File: src/rtl/apf_csr_slv_if.sv
// apf_csr_slv_if -- AXI-lite bus bundle for the APF CSR responder.
//
// Handshake rule for every channel (AW, W, B, AR, R): a beat transfers on a
// rising clk edge where both valid and ready are high. The sender keeps valid
// and the payload stable until that edge; ready may depend on state only.
//
// Parameter:
//   ADDR_W  address width (must match the ADDR_W of the attached responder)
// Modports:
//   slave   responder side (apf_csr_slv)
//   master  requester side (bench or interconnect)
interface apf_csr_slv_if #(
    parameter int ADDR_W = 20
);
    logic [ADDR_W-1:0] awaddr;
    logic [2:0]        awprot;
    logic              awvalid;
    logic              awready;
    logic [63:0]       wdata;
    logic [7:0]        wstrb;
    logic              wvalid;
    logic              wready;
    logic [1:0]        bresp;
    logic              bvalid;
    logic              bready;
    logic [ADDR_W-1:0] araddr;
    logic [2:0]        arprot;
    logic              arvalid;
    logic              arready;
    logic [63:0]       rdata;
    logic [1:0]        rresp;
    logic              rvalid;
    logic              rready;

    modport slave (
        input  awaddr, awprot, awvalid, wdata, wstrb, wvalid, bready,
        input  araddr, arprot, arvalid, rready,
        output awready, wready, bresp, bvalid, arready, rdata, rresp, rvalid
    );

    modport master (
        output awaddr, awprot, awvalid, wdata, wstrb, wvalid, bready,
        output araddr, arprot, arvalid, rready,
        input  awready, wready, bresp, bvalid, arready, rdata, rresp, rvalid
    );
endinterface

File: src/rtl/apf_csr_slv.sv
// apf_csr_slv -- AXI-lite CSR responder for an APF function.
//
// Register map (decoded from addr[4:3] only when addr[ADDR_W-1:5] == 0):
//   0x00 DFH     RO  returns DFH_VAL
//   0x08 SCRATCH RW
//   0x10 CTRL    RW  drives ctrl_o
//   0x18 STATUS  RO  returns status_i, sampled on the AR handshake
// Unmapped reads return 0. Writes are byte-granular per wstrb; writes to RO
// or unmapped addresses are dropped but still answered.
//
// Build option: define APF_CSR_SLVERR_EN to answer unmapped accesses and RO
// writes with SLVERR (2'b10); otherwise every response is OKAY.
//
// Ports:
//   clk, rst        clock; asynchronous active-high reset
//   bus             AXI-lite slave modport (see apf_csr_slv_if)
//   ctrl_o          CTRL register contents
//   status_i        live status value
//   dbg_w_state_o   write FSM state (W_IDLE=0, W_ADDR_HELD=1, W_DATA_HELD=2, W_RESP=3)
//   dbg_r_state_o   read FSM state (R_IDLE=0, R_RESP=1)
module apf_csr_slv #(
    parameter int          ADDR_W  = 20,
    parameter logic [63:0] DFH_VAL = 64'h3000_0000_0000_1000
) (
    input  logic               clk,
    input  logic               rst,
    apf_csr_slv_if.slave       bus,
    output logic [63:0]        ctrl_o,
    input  logic [63:0]        status_i,
    output logic [1:0]         dbg_w_state_o,
    output logic               dbg_r_state_o
);
`ifdef APF_CSR_SLVERR_EN
    localparam logic ERR_EN = 1'b1;
`else
    localparam logic ERR_EN = 1'b0;
`endif
    localparam logic [1:0] RESP_OKAY   = 2'b00;
    localparam logic [1:0] RESP_SLVERR = 2'b10;
    localparam logic [1:0] IDX_DFH     = 2'd0;
    localparam logic [1:0] IDX_SCRATCH = 2'd1;
    localparam logic [1:0] IDX_CTRL    = 2'd2;
    localparam logic [1:0] IDX_STATUS  = 2'd3;

    typedef enum logic [1:0] {W_IDLE, W_ADDR_HELD, W_DATA_HELD, W_RESP} w_state_e;
    typedef enum logic       {R_IDLE, R_RESP} r_state_e;

    w_state_e          w_state_q, w_state_d;
    r_state_e          r_state_q, r_state_d;
    logic [ADDR_W-1:0] aw_addr_q, aw_addr_d;
    logic [63:0]       w_data_q, w_data_d;
    logic [7:0]        w_strb_q, w_strb_d;
    logic [1:0]        bresp_q, bresp_d;
    logic [63:0]       scratch_q, scratch_d;
    logic [63:0]       ctrl_q, ctrl_d;
    logic [63:0]       rdata_q, rdata_d;
    logic [1:0]        rresp_q, rresp_d;

    // Write selected this cycle (the second half of the AW/W pair arrived).
    logic              wr_en;
    logic [ADDR_W-1:0] wr_addr;
    logic [63:0]       wr_data;
    logic [7:0]        wr_strb;
    logic              wr_hit;
    logic [1:0]        wr_idx;
    logic              rd_hit;
    logic [1:0]        rd_idx;
    logic [63:0]       rd_val;

    function automatic logic [63:0] byte_merge(input logic [63:0] old_v,
                                               input logic [63:0] new_v,
                                               input logic [7:0]  strb);
        logic [63:0] res;
        for (int i = 0; i < 8; i++) begin
            res[i*8 +: 8] = strb[i] ? new_v[i*8 +: 8] : old_v[i*8 +: 8];
        end
        return res;
    endfunction

    // Ready/valid are pure functions of FSM state.
    assign bus.awready   = (w_state_q == W_IDLE) || (w_state_q == W_DATA_HELD);
    assign bus.wready    = (w_state_q == W_IDLE) || (w_state_q == W_ADDR_HELD);
    assign bus.bvalid    = (w_state_q == W_RESP);
    assign bus.bresp     = bresp_q;
    assign bus.arready   = (r_state_q == R_IDLE);
    assign bus.rvalid    = (r_state_q == R_RESP);
    assign bus.rdata     = rdata_q;
    assign bus.rresp     = rresp_q;
    assign ctrl_o        = ctrl_q;
    assign dbg_w_state_o = w_state_q;
    assign dbg_r_state_o = r_state_q;

    // Write FSM: a held half is combined with the arriving half so the update
    // happens on the very edge the pair completes.
    always_comb begin
        w_state_d = w_state_q;
        aw_addr_d = aw_addr_q;
        w_data_d  = w_data_q;
        w_strb_d  = w_strb_q;
        wr_en     = 1'b0;
        wr_addr   = aw_addr_q;
        wr_data   = w_data_q;
        wr_strb   = w_strb_q;
        case (w_state_q)
            W_IDLE: begin
                if (bus.awvalid && bus.wvalid) begin
                    wr_en     = 1'b1;
                    wr_addr   = bus.awaddr;
                    wr_data   = bus.wdata;
                    wr_strb   = bus.wstrb;
                    w_state_d = W_RESP;
                end else if (bus.awvalid) begin
                    aw_addr_d = bus.awaddr;
                    w_state_d = W_ADDR_HELD;
                end else if (bus.wvalid) begin
                    w_data_d  = bus.wdata;
                    w_strb_d  = bus.wstrb;
                    w_state_d = W_DATA_HELD;
                end
            end
            W_ADDR_HELD: begin
                if (bus.wvalid) begin
                    wr_en     = 1'b1;
                    wr_data   = bus.wdata;
                    wr_strb   = bus.wstrb;
                    w_state_d = W_RESP;
                end
            end
            W_DATA_HELD: begin
                if (bus.awvalid) begin
                    wr_en     = 1'b1;
                    wr_addr   = bus.awaddr;
                    w_state_d = W_RESP;
                end
            end
            W_RESP: begin
                if (bus.bready) begin
                    w_state_d = W_IDLE;
                end
            end
            default: w_state_d = W_IDLE;
        endcase
    end

    // Register update and write response.
    always_comb begin
        wr_hit    = (wr_addr[ADDR_W-1:5] == '0);
        wr_idx    = wr_addr[4:3];
        scratch_d = scratch_q;
        ctrl_d    = ctrl_q;
        bresp_d   = bresp_q;
        if (wr_en) begin
            if (wr_hit && wr_idx == IDX_SCRATCH) begin
                scratch_d = byte_merge(scratch_q, wr_data, wr_strb);
            end
            if (wr_hit && wr_idx == IDX_CTRL) begin
                ctrl_d = byte_merge(ctrl_q, wr_data, wr_strb);
            end
            if (ERR_EN && (!wr_hit || wr_idx == IDX_DFH || wr_idx == IDX_STATUS)) begin
                bresp_d = RESP_SLVERR;
            end else begin
                bresp_d = RESP_OKAY;
            end
        end
    end

    // Read path: data is captured from the current (pre-write) register
    // values, so a same-cycle write is not visible to this read.
    always_comb begin
        rd_hit    = (bus.araddr[ADDR_W-1:5] == '0);
        rd_idx    = bus.araddr[4:3];
        r_state_d = r_state_q;
        rdata_d   = rdata_q;
        rresp_d   = rresp_q;
        rd_val    = 64'h0;
        if (rd_hit) begin
            case (rd_idx)
                IDX_DFH:     rd_val = DFH_VAL;
                IDX_SCRATCH: rd_val = scratch_q;
                IDX_CTRL:    rd_val = ctrl_q;
                default:     rd_val = status_i;
            endcase
        end
        case (r_state_q)
            R_IDLE: begin
                if (bus.arvalid) begin
                    rdata_d   = rd_val;
                    rresp_d   = (ERR_EN && !rd_hit) ? RESP_SLVERR : RESP_OKAY;
                    r_state_d = R_RESP;
                end
            end
            R_RESP: begin
                if (bus.rready) begin
                    r_state_d = R_IDLE;
                end
            end
            default: r_state_d = R_IDLE;
        endcase
    end

    always_ff @(posedge clk or posedge rst) begin
        if (rst) begin
            w_state_q <= W_IDLE;
            aw_addr_q <= '0;
            w_data_q  <= '0;
            w_strb_q  <= '0;
            bresp_q   <= RESP_OKAY;
            scratch_q <= '0;
            ctrl_q    <= '0;
        end else begin
            w_state_q <= w_state_d;
            aw_addr_q <= aw_addr_d;
            w_data_q  <= w_data_d;
            w_strb_q  <= w_strb_d;
            bresp_q   <= bresp_d;
            scratch_q <= scratch_d;
            ctrl_q    <= ctrl_d;
        end
    end

    always_ff @(posedge clk or posedge rst) begin
        if (rst) begin
            r_state_q <= R_IDLE;
            rdata_q   <= '0;
            rresp_q   <= RESP_OKAY;
        end else begin
            r_state_q <= r_state_d;
            rdata_q   <= rdata_d;
            rresp_q   <= rresp_d;
        end
    end

    // Protection bits and the byte offset within a register are don't-care.
    logic unused_ok;
    assign unused_ok = ^{bus.awprot, bus.arprot, wr_addr[2:0], bus.araddr[2:0]};
endmodule

File: src/flat_wrapper.sv
// flat-port wrapper written by rule: the top's interface ports become plain ports
module apf_csr_slv_flat 
#(
    parameter int          ADDR_W  = 20,
    parameter logic [63:0] DFH_VAL = 64'h3000_0000_0000_1000
)
  (clk, rst, ctrl_o, status_i, dbg_w_state_o, dbg_r_state_o, bus_awaddr, bus_awprot, bus_awvalid, bus_wdata, bus_wstrb, bus_wvalid, bus_bready, bus_araddr, bus_arprot, bus_arvalid, bus_rready, bus_awready, bus_wready, bus_bresp, bus_bvalid, bus_arready, bus_rdata, bus_rresp, bus_rvalid);
  apf_csr_slv_if #(.ADDR_W(ADDR_W)) bus_i ();
  input  logic clk;
  input  logic rst;
  output logic [63:0] ctrl_o;
  input  logic [63:0] status_i;
  output logic [1:0] dbg_w_state_o;
  output logic dbg_r_state_o;
  input wire logic [$bits(bus_i.awaddr)-1:0] bus_awaddr;
  input wire logic [$bits(bus_i.awprot)-1:0] bus_awprot;
  input wire logic [$bits(bus_i.awvalid)-1:0] bus_awvalid;
  input wire logic [$bits(bus_i.wdata)-1:0] bus_wdata;
  input wire logic [$bits(bus_i.wstrb)-1:0] bus_wstrb;
  input wire logic [$bits(bus_i.wvalid)-1:0] bus_wvalid;
  input wire logic [$bits(bus_i.bready)-1:0] bus_bready;
  input wire logic [$bits(bus_i.araddr)-1:0] bus_araddr;
  input wire logic [$bits(bus_i.arprot)-1:0] bus_arprot;
  input wire logic [$bits(bus_i.arvalid)-1:0] bus_arvalid;
  input wire logic [$bits(bus_i.rready)-1:0] bus_rready;
  output wire logic [$bits(bus_i.awready)-1:0] bus_awready;
  output wire logic [$bits(bus_i.wready)-1:0] bus_wready;
  output wire logic [$bits(bus_i.bresp)-1:0] bus_bresp;
  output wire logic [$bits(bus_i.bvalid)-1:0] bus_bvalid;
  output wire logic [$bits(bus_i.arready)-1:0] bus_arready;
  output wire logic [$bits(bus_i.rdata)-1:0] bus_rdata;
  output wire logic [$bits(bus_i.rresp)-1:0] bus_rresp;
  output wire logic [$bits(bus_i.rvalid)-1:0] bus_rvalid;
  assign bus_i.awaddr = bus_awaddr;
  assign bus_i.awprot = bus_awprot;
  assign bus_i.awvalid = bus_awvalid;
  assign bus_i.wdata = bus_wdata;
  assign bus_i.wstrb = bus_wstrb;
  assign bus_i.wvalid = bus_wvalid;
  assign bus_i.bready = bus_bready;
  assign bus_i.araddr = bus_araddr;
  assign bus_i.arprot = bus_arprot;
  assign bus_i.arvalid = bus_arvalid;
  assign bus_i.rready = bus_rready;
  assign bus_awready = bus_i.awready;
  assign bus_wready = bus_i.wready;
  assign bus_bresp = bus_i.bresp;
  assign bus_bvalid = bus_i.bvalid;
  assign bus_arready = bus_i.arready;
  assign bus_rdata = bus_i.rdata;
  assign bus_rresp = bus_i.rresp;
  assign bus_rvalid = bus_i.rvalid;
  apf_csr_slv #(.ADDR_W(ADDR_W), .DFH_VAL(DFH_VAL)) u_core (.clk(clk), .rst(rst), .bus(bus_i), .ctrl_o(ctrl_o), .status_i(status_i), .dbg_w_state_o(dbg_w_state_o), .dbg_r_state_o(dbg_r_state_o));
endmodule
File: config.mk
export PLATFORM = sky130hd
export DESIGN_NAME = apf_csr_slv_flat
export DESIGN_NICKNAME = d
export VERILOG_FILES = /design/src/rtl/apf_csr_slv_if.sv /design/src/rtl/apf_csr_slv.sv /design/src/flat_wrapper.sv
export SDC_FILE = /design/constraint.sdc
export NUM_CORES = 1
export LEC_CHECK = 0
export CAP_MARGIN = 40
export CELL_PAD_IN_SITES_DETAIL_PLACEMENT = 0
export CELL_PAD_IN_SITES_GLOBAL_PLACEMENT = 1
export CORE_MARGIN = 8
export CORE_UTILIZATION = 25
export CTS_CLUSTER_SIZE = 30
export DETAILED_ROUTE_END_ITERATION = 10
export PLACE_DENSITY = 0.57
export SLEW_MARGIN = 20
export SYNTH_ARGS = -nofsm -noshare
export SYNTH_HDL_FRONTEND = slang
export SYNTH_SLANG_ARGS = --single-unit
File: constraint.sdc
create_clock -name clk -period 26.1 [get_ports clk]
set_clock_uncertainty 0.1 [all_clocks]
set_input_delay 2.61 -clock clk [delete_from_list [all_inputs] [get_ports clk]]
set_output_delay 2.61 -clock clk [all_outputs]
set_load 0.05 [all_outputs]
* After elaboration in Yosys (flattened, before gate mapping)
Index checks and enable logic that the tools add are counted.
Word-level totals: logic and storage cells 90, output and inout port bits 140, bits in registers 287, input bits 189
Operators by class: bitwise operators 3, equality and inequality tests 11, reductions and logical operators 29, multiplexer cells 25
Operators by type and width (count):
- 2-to-1 mux 64 bit | 3
- case mux 64 bit (3 select lines) | 1
- case mux 64 bit (2 select lines) | 1
- AND reduction 3 bit | 17
- 2-to-1 mux 20 bit | 2
- case mux 20 bit (2 select lines) | 1
- zero test 15 bit | 2
- 2-to-1 mux 8 bit | 2
- case mux 8 bit (2 select lines) | 1
- 2-to-1 mux 2 bit | 6
- == test 2 bit, second input constant | 4
- case mux 2 bit (4 select lines) | 1
- == test 2 x 1 -> 1 bit, second input constant | 3
- inequality test 2 bit, second input constant | 3
- 2-to-1 mux 1 bit | 5
- zero test 2 bit | 2
- inequality test 4 bit, second input constant | 1
- AND reduction 2 bit | 2
- AND reduction 4 bit | 1
- logical AND 1 bit | 3
- NOT 1 bit | 3
- case mux 1 bit (3 select lines) | 1
- logical OR 1 bit | 2
- case mux 1 bit (2 select lines) | 1

* Longest topological paths before layout
Gate-level depths: netlist of the first run.
depth after elaboration 6, depth in mapped cells 9, gate-level depth less buffers 7

* Least setup slack after synthesis of the first run
OpenSTA, ideal clock, no wires.
kind flip-flop to output port, start point reg u_core.w_state_q[0] (netlist: u_core.dbg_w_state_o[0]), end point out bus_awready, buffers on the path 2, data arrival time 1942 ps, stages on the path, launching flop included 7, required time 23390 ps, slack 21448 ps, cells stage by stage dfrtp_1 inv_1 ha_1 inv_1 clkbuf_1 clkbuf_1 nand2_1
Between the ends: longest elaborated chain between the ends 2, elaborated cells on any way between the ends 3, those cells by class eq/ne: 1; reduce/logical: 2
RTL lines:
- start: declaration | line apf_csr_slv.sv:48 | w_state_e w_state_q, w_state_d;
- start signal: assignment | line apf_csr_slv.sv:211 | w_state_q <= w_state_d;
- == test 2 bit or zero test 2 bit (tied branches) | line apf_csr_slv.sv:81 | assign bus.awready = (w_state_q == W_IDLE) || (w_state_q == W_DATA_HELD);
- logical OR 1 bit (*) | line apf_csr_slv.sv:81
- end: declaration | line flat_wrapper.sv:26 | output wire logic [$bits(bus_i.awready)-1:0] bus_awready;
Mark *: on every way between the ends. The rest lies on a longest branch, timed or not.

* Worst setup path in the final report of the first run
start point in bus_wvalid, end point reg u_core.scratch_q[2]
Between the ends: longest elaborated chain between the ends 6, elaborated cells on any way between the ends 16, those cells by class eq/ne: 1; mux: 11; reduce/logical: 4
RTL lines:
- start: declaration | line flat_wrapper.sv:20 | input wire logic [$bits(bus_i.wvalid)-1:0] bus_wvalid;
- logical AND 1 bit | line apf_csr_slv.sv:106 | if (bus.awvalid && bus.wvalid) begin
- 2-to-1 mux 20 bit | line apf_csr_slv.sv:106
- case mux 20 bit (2 select lines) | line apf_csr_slv.sv:104 | case (w_state_q)
- zero test 15 bit or == test 2 x 1 -> 1 bit (tied branches) | line apf_csr_slv.sv:147, apf_csr_slv.sv:153
- logical AND 1 bit | line apf_csr_slv.sv:153 | if (wr_hit && wr_idx == IDX_SCRATCH) begin
- AND reduction 3 bit (no line)
- end signal: assignment | line apf_csr_slv.sv:216 | scratch_q <= scratch_d;
- end: declaration | line apf_csr_slv.sv:54 | logic [63:0] scratch_q, scratch_d;
Parallel ways exist; a longest one is shown, timed or not. A chain may end at the register's enable or synchronous reset.

==> results.sh, run 1 <==
export IMPL_nFillCells=5570
export IMPL_numPortBuffers=312
export IMPL_relSlewSlack_pct=43.89
export IMPL_hold_class="reg2reg"
export IMPL_final_common_cell="clkdlybuf4s50_1"
export IMPL_switching_share_pct=36.67
export IMPL_path_cells="clkdlybuf4s50_1 > buf_6 > and2_4 > buf_4 > a22oi_1 > a211oi_1 > nand4_2 > mux2_2"
export IMPL_core_region_area_um2=55310
export IMPL_overflow=0
export IMPL_via_per_inst=4.924
export IMPL_yosysUniqueCellTypes=45
export IMPL_path_class="in2reg"
export IMPL_root_buffer="clkbuf_16"
export IMPL_io_pins=329
export IMPL_final_nets=1654
export IMPL_pwr_share_seq_pct=36.4
export IMPL_cp_data_arrival_time_ps=6540
export IMPL_peakVddDrop_uv=62.79
export IMPL_cts_sinks=284
export IMPL_die_w_um=252.8
export IMPL_fmax_mhz=161.0
export IMPL_p_per_area_nw_per_um2=90.05
export IMPL_crit_path_start_kind="input pin"
export IMPL_num_rows=86
export IMPL_power_switching_w=0.0006329
export IMPL_ant_nets=0
export IMPL_grt_util_all_layers_pct=15.53
export IMPL_wl_met2_um=24310
export IMPL_rsz0062_at_grt="false"
export IMPL_synth_main_ff_cell="dfrtp_1"
export IMPL_fin_crit_sh_pct=23.79
export IMPL_holdBufCountCts=0
export IMPL_slowest_delay_ps=760
export IMPL_p_comb_share_pct=36.2
export IMPL_htree_num_levels=2
export IMPL_grt_pass1_wl_um=76160
export IMPL_antenna_found_initial=12
export IMPL_pre_cts_ws_ps=19270
export IMPL_grt_pass1_vias=11410
export IMPL_fp_dieArea_um2=63890
export IMPL_finalSetupViolations=0
export IMPL_final_cell_mix="310 x clkdlybuf4s50_1, 284 x dfrtp_1, 278 x mux2_2"
export IMPL_fin_total_pwr_w=0.001726
export IMPL_critical_path_required_ps=26430
export IMPL_path_buf_inv=3
export IMPL_finalSetupTns_ps=0
export IMPL_multi_input_area_um2=6544
export IMPL_dr_wl_met3_um=2701
export IMPL_gp_congestion=0.7293
export IMPL_drv_cap=0
export IMPL_tritoncts="yes"
export IMPL_status="finished clean"
export IMPL_top_layer="met5"
export IMPL_chipHeight_um=252.8
export IMPL_path_delay_family="buffers and inverters"
export IMPL_seq_area_um2=7107
export IMPL_setup_slack_ps=19890
export IMPL_clock_latency_ps=540
export IMPL_drv_slew=0
export IMPL_dpl_cell_area_um2=18050
export IMPL_holdWs_ps=375.6
export IMPL_finalHoldViolations=0
export IMPL_drc_errors=0
export IMPL_cts_repair_resized=0
export IMPL_synth_seq_cells=284
export IMPL_ys_async_sr_fraction_pct=100.0
export IMPL_yosys_warnings=0
export IMPL_syn_inst=1171
export IMPL_p_clk_share_pct=27.3
export IMPL_synth_avg_cell_area_um2=11.97
export IMPL_ys_seq_area_share_pct=50.71
export IMPL_p_leak_nw=8.188
export IMPL_drive_gt1_share_pct=26.15
export IMPL_numCtsBuffers=36
export IMPL_clockBufferDepth=3
export IMPL_wl_um=50830
export IMPL_path_clk_slew_ps=60
export IMPL_worst_pin_slew_ps=841.7
export IMPL_postLayoutCellArea_um2=19170
export IMPL_fin_crit_ps=6210
export IMPL_wl_met1_um=22660
export IMPL_vias=11020
export IMPL_area_growth_pct=36.77
export IMPL_dr_pass1_iters=5
export IMPL_critPathSlowestCell="clkdlybuf4s50_1"
export IMPL_worstPathMaxFanout=41
export IMPL_cp_end_kind="register"
export IMPL_drt_iter0_markers=518
export IMPL_grt_max_degree=88
export IMPL_synth_edff_count=0
export IMPL_postCtsSetupBuffers=0
export IMPL_synthesis_area_um2=14010
export IMPL_power_internal_w=0.001093
export IMPL_wire_per_inst_um=22.71
export IMPL_dp_hpwl_um=35110
export IMPL_start_util_pct=25.34
==> cells in the mapped netlist (6+ instances only) <==
cell | instances | area (um2)
a22oi_1 | 197 | 1479
nand2_1 | 69 | 259.0
mux2_2 | 278 | 3131
buf_4 | 6 | 45.04
and3_1 | 9 | 56.30
nand4_2 | 6 | 75.07
nand4_4 | 10 | 212.7
nor2b_1 | 10 | 62.56
nor4_1 | 9 | 56.30
dfrtp_1 | 284 | 7107
inv_1 | 8 | 30.03
o21ai_0 | 142 | 710.7
buf_1 | 9 | 33.78
a211oi_1 | 9 | 67.56
clkbuf_1 | 71 | 266.5
==> path summary, 6_finish.rpt <==
kind | from | endpoint | slack [ps] | cells after the start
min in group asynchronous | rst | u_core.bus.rdata[60] | 2440 | 2
setup reg to reg | u_core.dbg_w_state_o[1] | u_core.scratch_q[2] | 22080 | 8
max in group asynchronous | rst | u_core.aw_addr_q[12] | 21620 | 6
hold reg to reg | u_core.bus.rdata[15] | u_core.bus.rdata[15] | 380 | 2
hold / removal | u_core.bus.rdata[15] | u_core.bus.rdata[15] | 380 | 2
setup / recovery | bus_wvalid | u_core.scratch_q[2] | 19890 | 8
==> flip-flops by register name, indices dropped and copies added, names as in the netlist <==
signal                flops
u_core.scratch_q         64
u_core.bus.rdata         64
u_core.bus.rvalid         1
u_core.w_data_q          64
u_core.aw_addr_q         17
u_core.w_strb_q           8
u_core.dbg_w_state_o      2
u_core.ctrl_o            64
==> layout make-up <==
type,count,share of cell area [%]
multi-input combinational,788,34.14
tap,748,4.883
inverter,9,0.2220
sequential,284,37.08
timing repair buffer,342,17.83
clock buffer,56,5.575
clock inverter,5,0.1893
antenna,6,0.07834
==> worst min-delay path, stage by stage (launching register included) <==
cell and delay (ps):
dfrtp_1 340, nand2_1 50, o21ai_0 60
==> stage by stage <==
stage,std cells,utilization [%]
floorplan,1174,-
global route,2236,34.64
CTS,2232,34.63
detailed placement,2171,32.63
finish,2238,34.65
global placement,2160,32.35
==> metal layers <==
metal | vias to the layer above | global-route usage (%)
li1 | 5028 | -
met1 | 5665 | 20.16
met2 | 253 | 25.35
met3 | 67 | 3.907
met4 | 8 | 4.602
met5 | - | 0
==> cell families after synthesis <==
| kind of cell | count (synthesis) | synth area share [%] |
|---|---|---|
| compound gates | 366 | 17.21 |
| flops | 284 | 50.71 |
| mux | 282 | 22.62 |
| simple gates | 132 | 6.000 |
| buf+inv | 102 | 3.071 |
| fa+ha+maj | 4 | 0.3572 |
| other cells | 1 | 0.02676 |
==> power groups by stage <==
stage / Sequential [W] / Clock (W) / Combinational (W)
5_1_grt: 0.000645 / 0.000507 / 0.000677
4_1_cts: 0.000628 / 0.000492 / 0.000637
3_3_place_gp: 0.000629 / 0 / 0.000616
6_report: 0.000629 / 0.000472 / 0.000625
3_5_place_dp: 0.000635 / 0 / 0.000635
2_1_floorplan: 0.000682 / 0 / 0.000367
Power figures use the tool's default switching activity.
==> run 2: changes to the inputs <==
--- a/config.mk
+++ b/config.mk
@@ -12,7 +12,7 @@
 export CORE_UTILIZATION = 25
 export CTS_CLUSTER_SIZE = 30
 export DETAILED_ROUTE_END_ITERATION = 10
-export PLACE_DENSITY = 0.57
+export PLACE_DENSITY = 0.59
 export SLEW_MARGIN = 20
 export SYNTH_ARGS = -nofsm -noshare
 export SYNTH_HDL_FRONTEND = slang
==> constraint.sdc (replaced) <==
create_clock -name clk -period 5.04 [get_ports clk]
set_clock_uncertainty 0.1 [all_clocks]
set_input_delay 0.504 -clock clk [delete_from_list [all_inputs] [get_ports clk]]
set_output_delay 0.504 -clock clk [all_outputs]
set_load 0.05 [all_outputs]
==> run 2 against run 1 <==
Against the previous run: register-to-register slack got worse by 20000 ps; critical path type is now reg2reg; first-iteration DRC count rose by 27%; sequential share of layout area fell by 0.28 points; critical path depth rose by 2; utilization rose by 0.27 points; largest cell class unchanged; non-clock buffer count rose by 7; combinational power rose to 5.3 times the previous value; clock power rose to 5.4 times the previous value.
==> results.sh, run 2 (synthesis gave the netlist of run 1 again) <==
export IMPL_root_buffer="clkbuf_16"
export IMPL_clock_latency_ps=540
export IMPL_fin_crit_ps=3404
export IMPL_worstPathMaxFanout=34
export IMPL_p_leak_nw=8.258
export IMPL_seq_area_um2=7107
export IMPL_ant_nets=0
export IMPL_path_buf_inv=4
export IMPL_dp_hpwl_um=34800
export IMPL_drv_slew=0
export IMPL_hold_class="in2async"
export IMPL_num_rows=86
export IMPL_holdWs_ps=265.5
export IMPL_p_per_area_nw_per_um2=472.7
export IMPL_drv_cap=0
export IMPL_drive_gt1_share_pct=26.94
export IMPL_cp_end_kind="register"
export IMPL_path_class="reg2reg"
export IMPL_peakVddDrop_uv=270.5
export IMPL_vias=11090
export IMPL_antenna_found_initial=12
export IMPL_finalSetupTns_ps=0
export IMPL_drt_iter0_markers=656
export IMPL_rsz0062_at_grt="false"
export IMPL_postCtsSetupBuffers=0
export IMPL_numPortBuffers=312
export IMPL_slowest_delay_ps=500
export IMPL_critical_path_required_ps=5350
export IMPL_final_nets=1662
export IMPL_fp_dieArea_um2=63890
export IMPL_status="finished clean"
export IMPL_grt_max_degree=121
export IMPL_wl_um=50820
export IMPL_tritoncts="yes"
export IMPL_htree_num_levels=2
export IMPL_overflow=0
export IMPL_fin_crit_sh_pct=67.54
export IMPL_via_per_inst=4.927
export IMPL_relSlewSlack_pct=43.26
export IMPL_path_delay_family="buffers and inverters"
export IMPL_chipHeight_um=252.8
export IMPL_grt_util_all_layers_pct=15.50
export IMPL_cts_sinks=284
export IMPL_wire_per_inst_um=22.58
export IMPL_cp_data_arrival_time_ps=3720
export IMPL_path_clk_slew_ps=60
export IMPL_clockBufferDepth=3
export IMPL_dp_cells=2175
export IMPL_die_w_um=252.8
export IMPL_numCtsBuffers=37
export IMPL_final_util_pct=34.92
export IMPL_fin_cells=2251
export IMPL_path_cells="inv_1 > ha_1 > buf_4 > o21ai_4 > buf_4 > a22oi_1 > a211oi_1 > buf_4 > nand4_2 > mux2_2"
export IMPL_gp_congestion=0.7548
export IMPL_final_cell_mix="310 x clkdlybuf4s50_1, 284 x dfrtp_1, 278 x mux2_2"
export IMPL_worst_pin_slew_ps=846.0
export IMPL_drc_errors=0
export IMPL_core_region_area_um2=55310
export IMPL_path_common_cell="buf_4"
export IMPL_io_pins=329
export IMPL_area_growth_pct=37.82
export IMPL_multi_input_area_um2=6544
export IMPL_critPathSlowestCell="a211oi_1"
export IMPL_dr_pass1_iters=5
export IMPL_crit_path_start_kind="register"
export IMPL_grt_pass1_wl_um=76580
export IMPL_final_common_cell="clkdlybuf4s50_1"
export IMPL_cts_repair_resized=0
export IMPL_grt_pass1_vias=11430
export IMPL_holdBufCountCts=0
export IMPL_finalSetupViolations=0
export IMPL_finalHoldViolations=0
export IMPL_start_util_pct=25.34
export IMPL_fmax_mhz=293.8
export IMPL_nFillCells=5573
-- run 2: cell count changes in the layout (fill, tap and decap cells not counted), moves of 3 or more --
cell	change
buf_4	+10
clkinv_2	+5
buf_2	-4
clkbuf_1	-3
clkbuf_8	-3
clkinvlp_4	+3
-- run 2: area by class of cell --
type	count	area share, %
multi-input combinational	788	33.88
clock buffer	51	5.390
sequential	284	36.80
timing repair buffer	349	18.19
inverter	9	0.2008
antenna	7	0.09070
tap	748	4.846
clock inverter	15	0.6025
-- run 2: metal layers --
metal | vias to the layer above | global-route usage [%] | part of all wire (%)
li1 | 5057 | - | -
met1 | 5696 | 20.77 | 46
met2 | 270 | 24.74 | 47
met3 | 62 | 3.691 | 5.4
met4 | 6 | 4.454 | 1.9
met5 | - | 0 | 0.069
-- run 2: through the flow --
step | area (um2) | setup slack (ps) | total power, W
2_1_floorplan | 14030 | 672.7 | 0.005433
3_3_place_gp | 18000 | 1247 | 0.006512
3_5_place_dp | 18080 | 1244 | 0.006609
4_1_cts | 19230 | 1565 | 0.009259
5_1_grt | 19310 | 1416 | 0.009662
6_report | 19310 | 1636 | 0.009129
-- run 2: report_power, final --
group / internal, W / switching, W
Clock: 0.00150 / 0.00106
Sequential: 0.00285 / 0.000412
Combinational: 0.00140 / 0.00191
-- run 2: worst paths after layout --
| path | start | end | slack [ps] | cells past startpoint |
|---|---|---|---|---|
| max in group asynchronous | rst | u_core.ctrl_o[34] | 3480 | 3 |
| min reg2reg | u_core.bus.rdata[16] | u_core.bus.rdata[16] | 380 | 2 |
| min in group clk | u_core.bus.rdata[16] | u_core.bus.rdata[16] | 380 | 2 |
| max | u_core.dbg_w_state_o[0] | u_core.scratch_q[11] | 1640 | 10 |
| max reg2reg | u_core.dbg_w_state_o[0] | u_core.scratch_q[11] | 1640 | 10 |
| min | rst | u_core.bus.rdata[59] | 270 | 2 |
==> run 3: changes to the inputs <==
==> constraint.sdc (replaced) <==
create_clock -name clk -period 2.7 [get_ports clk]
set_clock_uncertainty 0.1 [all_clocks]
set_input_delay 0.27 -clock clk [delete_from_list [all_inputs] [get_ports clk]]
set_output_delay 0.27 -clock clk [all_outputs]
set_load 0.05 [all_outputs]
==> run 3 against run 2 <==
Against the previous run: cell count increased by 1.5%; first-iteration DRC count up 4.6%; register-to-register slack lost 1500 ps; non-clock buffer count up 41; design area grew 3.5%; sequential power rose by 86%; utilization increased by 1.2 points; worst hold slack worse by 79 ps; combinational power up 98%; setup slack worse by 1500 ps; critical path type is now reg2out; highest routed layer unchanged.
==> results.sh, run 3 (synthesis gave the netlist of run 1 again) <==
export IMPL_path_class="reg2out"
export IMPL_p_comb_share_pct=37.1
export IMPL_hold_depth=4
export IMPL_fp_dieArea_um2=63890
export IMPL_start_util_pct=25.34
export IMPL_num_rows=86
export IMPL_drc_errors=0
export IMPL_io_pins=329
export IMPL_clockBufferDepth=3
export IMPL_dr_pass1_iters=7
export IMPL_final_nets=1701
export IMPL_drv_slew=0
export IMPL_path_cells="buf_4 > ha_1 > dlygate4sd2_1"
export IMPL_fin_crit_ps=2572
export IMPL_p_clk_share_pct=28.6
export IMPL_clock_latency_ps=540
export IMPL_vias=11060
export IMPL_relSlewSlack_pct=51.79
export IMPL_cp_data_arrival_time_ps=2200
export IMPL_worstPathMaxFanout=10
export IMPL_min_delay_start="bus_araddr[3]"
export IMPL_startpoint="u_core.dbg_w_state_o[0]"
export IMPL_grt_util_all_layers_pct=15.31
export IMPL_crit_path_start_kind="register"
export IMPL_p_per_area_nw_per_um2=884.3
export IMPL_htree_num_levels=2
export IMPL_worstSetupPathDepth=3
export IMPL_cp_end_kind="output port"
export IMPL_path_delay_family="buffers and inverters"
export IMPL_fmax_mhz=388.8
export IMPL_critical_path_required_ps=2330
export IMPL_timing_rr_end="u_core.ctrl_o[50]"
export IMPL_cts_sinks=284
export IMPL_switching_share_pct=35.33
export IMPL_critPathSlowestCell="dlygate4sd2_1"
export IMPL_gp_congestion=0.7650
export IMPL_timing_rr_start="u_core.dbg_w_state_o[0]"
export IMPL_wire_per_inst_um=21.65
export IMPL_r2r_cells=11
export IMPL_grt_pass1_vias=11690
export IMPL_power_switching_w=0.006244
export IMPL_power_internal_w=0.01143
export IMPL_rsz0062_at_grt="false"
export IMPL_root_buffer="clkbuf_16"
export IMPL_fin_crit_sh_pct=95.27
export IMPL_grt_pass1_wl_um=75820
export IMPL_finalHoldViolations=0
export IMPL_chipHeight_um=252.8
export IMPL_whs_endpoint="u_core.bus.rdata[56]"
export IMPL_drive_gt1_share_pct=29.57
export IMPL_final_common_cell="clkdlybuf4s50_1"
export IMPL_p_leak_nw=8.597
export IMPL_drv_cap=0
export IMPL_area_growth_pct=42.62
export IMPL_ant_nets=0
export IMPL_slowest_delay_ps=620
export IMPL_status="finished clean"
export IMPL_dpl_cell_area_um2=18640
export IMPL_dp_hpwl_um=35400
export IMPL_path_buf_inv=2
export IMPL_finalSetupTns_ps=0
export IMPL_setup_slack_ps=127.7
export IMPL_path_clk_slew_ps=60
export IMPL_via_per_inst=4.842
export IMPL_overflow=0
export IMPL_antenna_found_initial=15
export IMPL_worst_pin_slew_ps=723.1
export IMPL_tritoncts="yes"
export IMPL_grt_max_degree=66
export IMPL_wl_um=49440
export IMPL_numPortBuffers=312
export IMPL_peakVddDrop_uv=770.6
export IMPL_pre_cts_ws_ps=-284.9
export IMPL_drt_iter0_markers=686
export IMPL_postLayoutCellArea_um2=19990
export IMPL_final_util_pct=36.13
export IMPL_nFillCells=5521
export IMPL_core_region_area_um2=55310
export IMPL_numCtsBuffers=35
export IMPL_hold_class="in2reg"
export IMPL_multi_input_area_um2=6588
export IMPL_finalSetupViolations=0
export IMPL_die_w_um=252.8
export IMPL_pwr_share_seq_pct=34.3
export IMPL_reg2reg_setup_slack_ps=140
export IMPL_seq_area_um2=7107
export IMPL_final_cell_mix="307 x clkdlybuf4s50_1, 284 x dfrtp_1, 278 x mux2_2"
==> run 3: final cells by class <==
cell class | count | area share (%)
Inverter | 9 | 0.1941
Sequential cell | 284 | 35.56
Clock inverter | 10 | 0.9078
Antenna cell | 4 | 0.05008
Timing Repair Buffer | 390 | 20.35
Clock buffer | 51 | 5.296
Tap cell | 748 | 4.683
Multi-Input combinational cell | 788 | 32.96
==> run 3: power by group through the flow <==
stage | clock [W] | combinational, W | sequential (W)
after global routing | 0.00542 | 0.00712 | 0.00621
final | 0.00505 | 0.00655 | 0.00607
after global placement | 0 | 0.00644 | 0.00607
after detailed placement | 0 | 0.00653 | 0.00613
after CTS | 0.00523 | 0.00660 | 0.00606
after floorplan | 0 | 0.00357 | 0.00659
==> run 3: how the worst max path moves through the flow <==
stage                                end  slack [ps]
floorplan           u_core.aw_addr_q[10]       -1430
global placement       u_core.ctrl_o[57]        -450
detailed placement  u_core.scratch_q[59]        -280
CTS                 u_core.scratch_q[46]          20
global route        u_core.scratch_q[48]          20
finish                        bus_bvalid         130
==> run 3: per-stage QoR <==
stage / std cells / power (W) / hold slack [ps]
6_report: 2284 / 0.01767 / 186.7
5_1_grt: 2283 / 0.01875 / 182.5
4_1_cts: 2277 / 0.01789 / 149.9
3_5_place_dp: 2212 / 0.01266 / 368.6
3_3_place_gp: 2210 / 0.01251 / 364.1
2_1_floorplan: 1174 / 0.01016 / 266.4
==> run 3: per-layer routing <==
layer / share of wire (%) / vias up / routed length [um] / global-route usage (%)
met1: 44 / 5560 / 21510 / 19.82
met4: 2.0 / 16 / 1006 / 4.454
met3: 6.6 / 66 / 3249 / 4.338
met5: 0.20 / - / 98 / 0
li1: - / 5131 / - / -
met2: 48 / 285 / 23570 / 24.74
==> run 3: worst min-delay path, cell delays in order <==
cell and delay, ps:
buf_4 130, mux2_2 150, a22oi_1 50, o21ai_0 160
==> run 3: repair_timing <==
action,CTS,global route
hold buffers,1,0
cloned,0,0
pin swaps,1,4
resized for setup,5,3
setup endpoints to repair,65,128
setup buffers,3,2
hold endpoints to repair,2,0
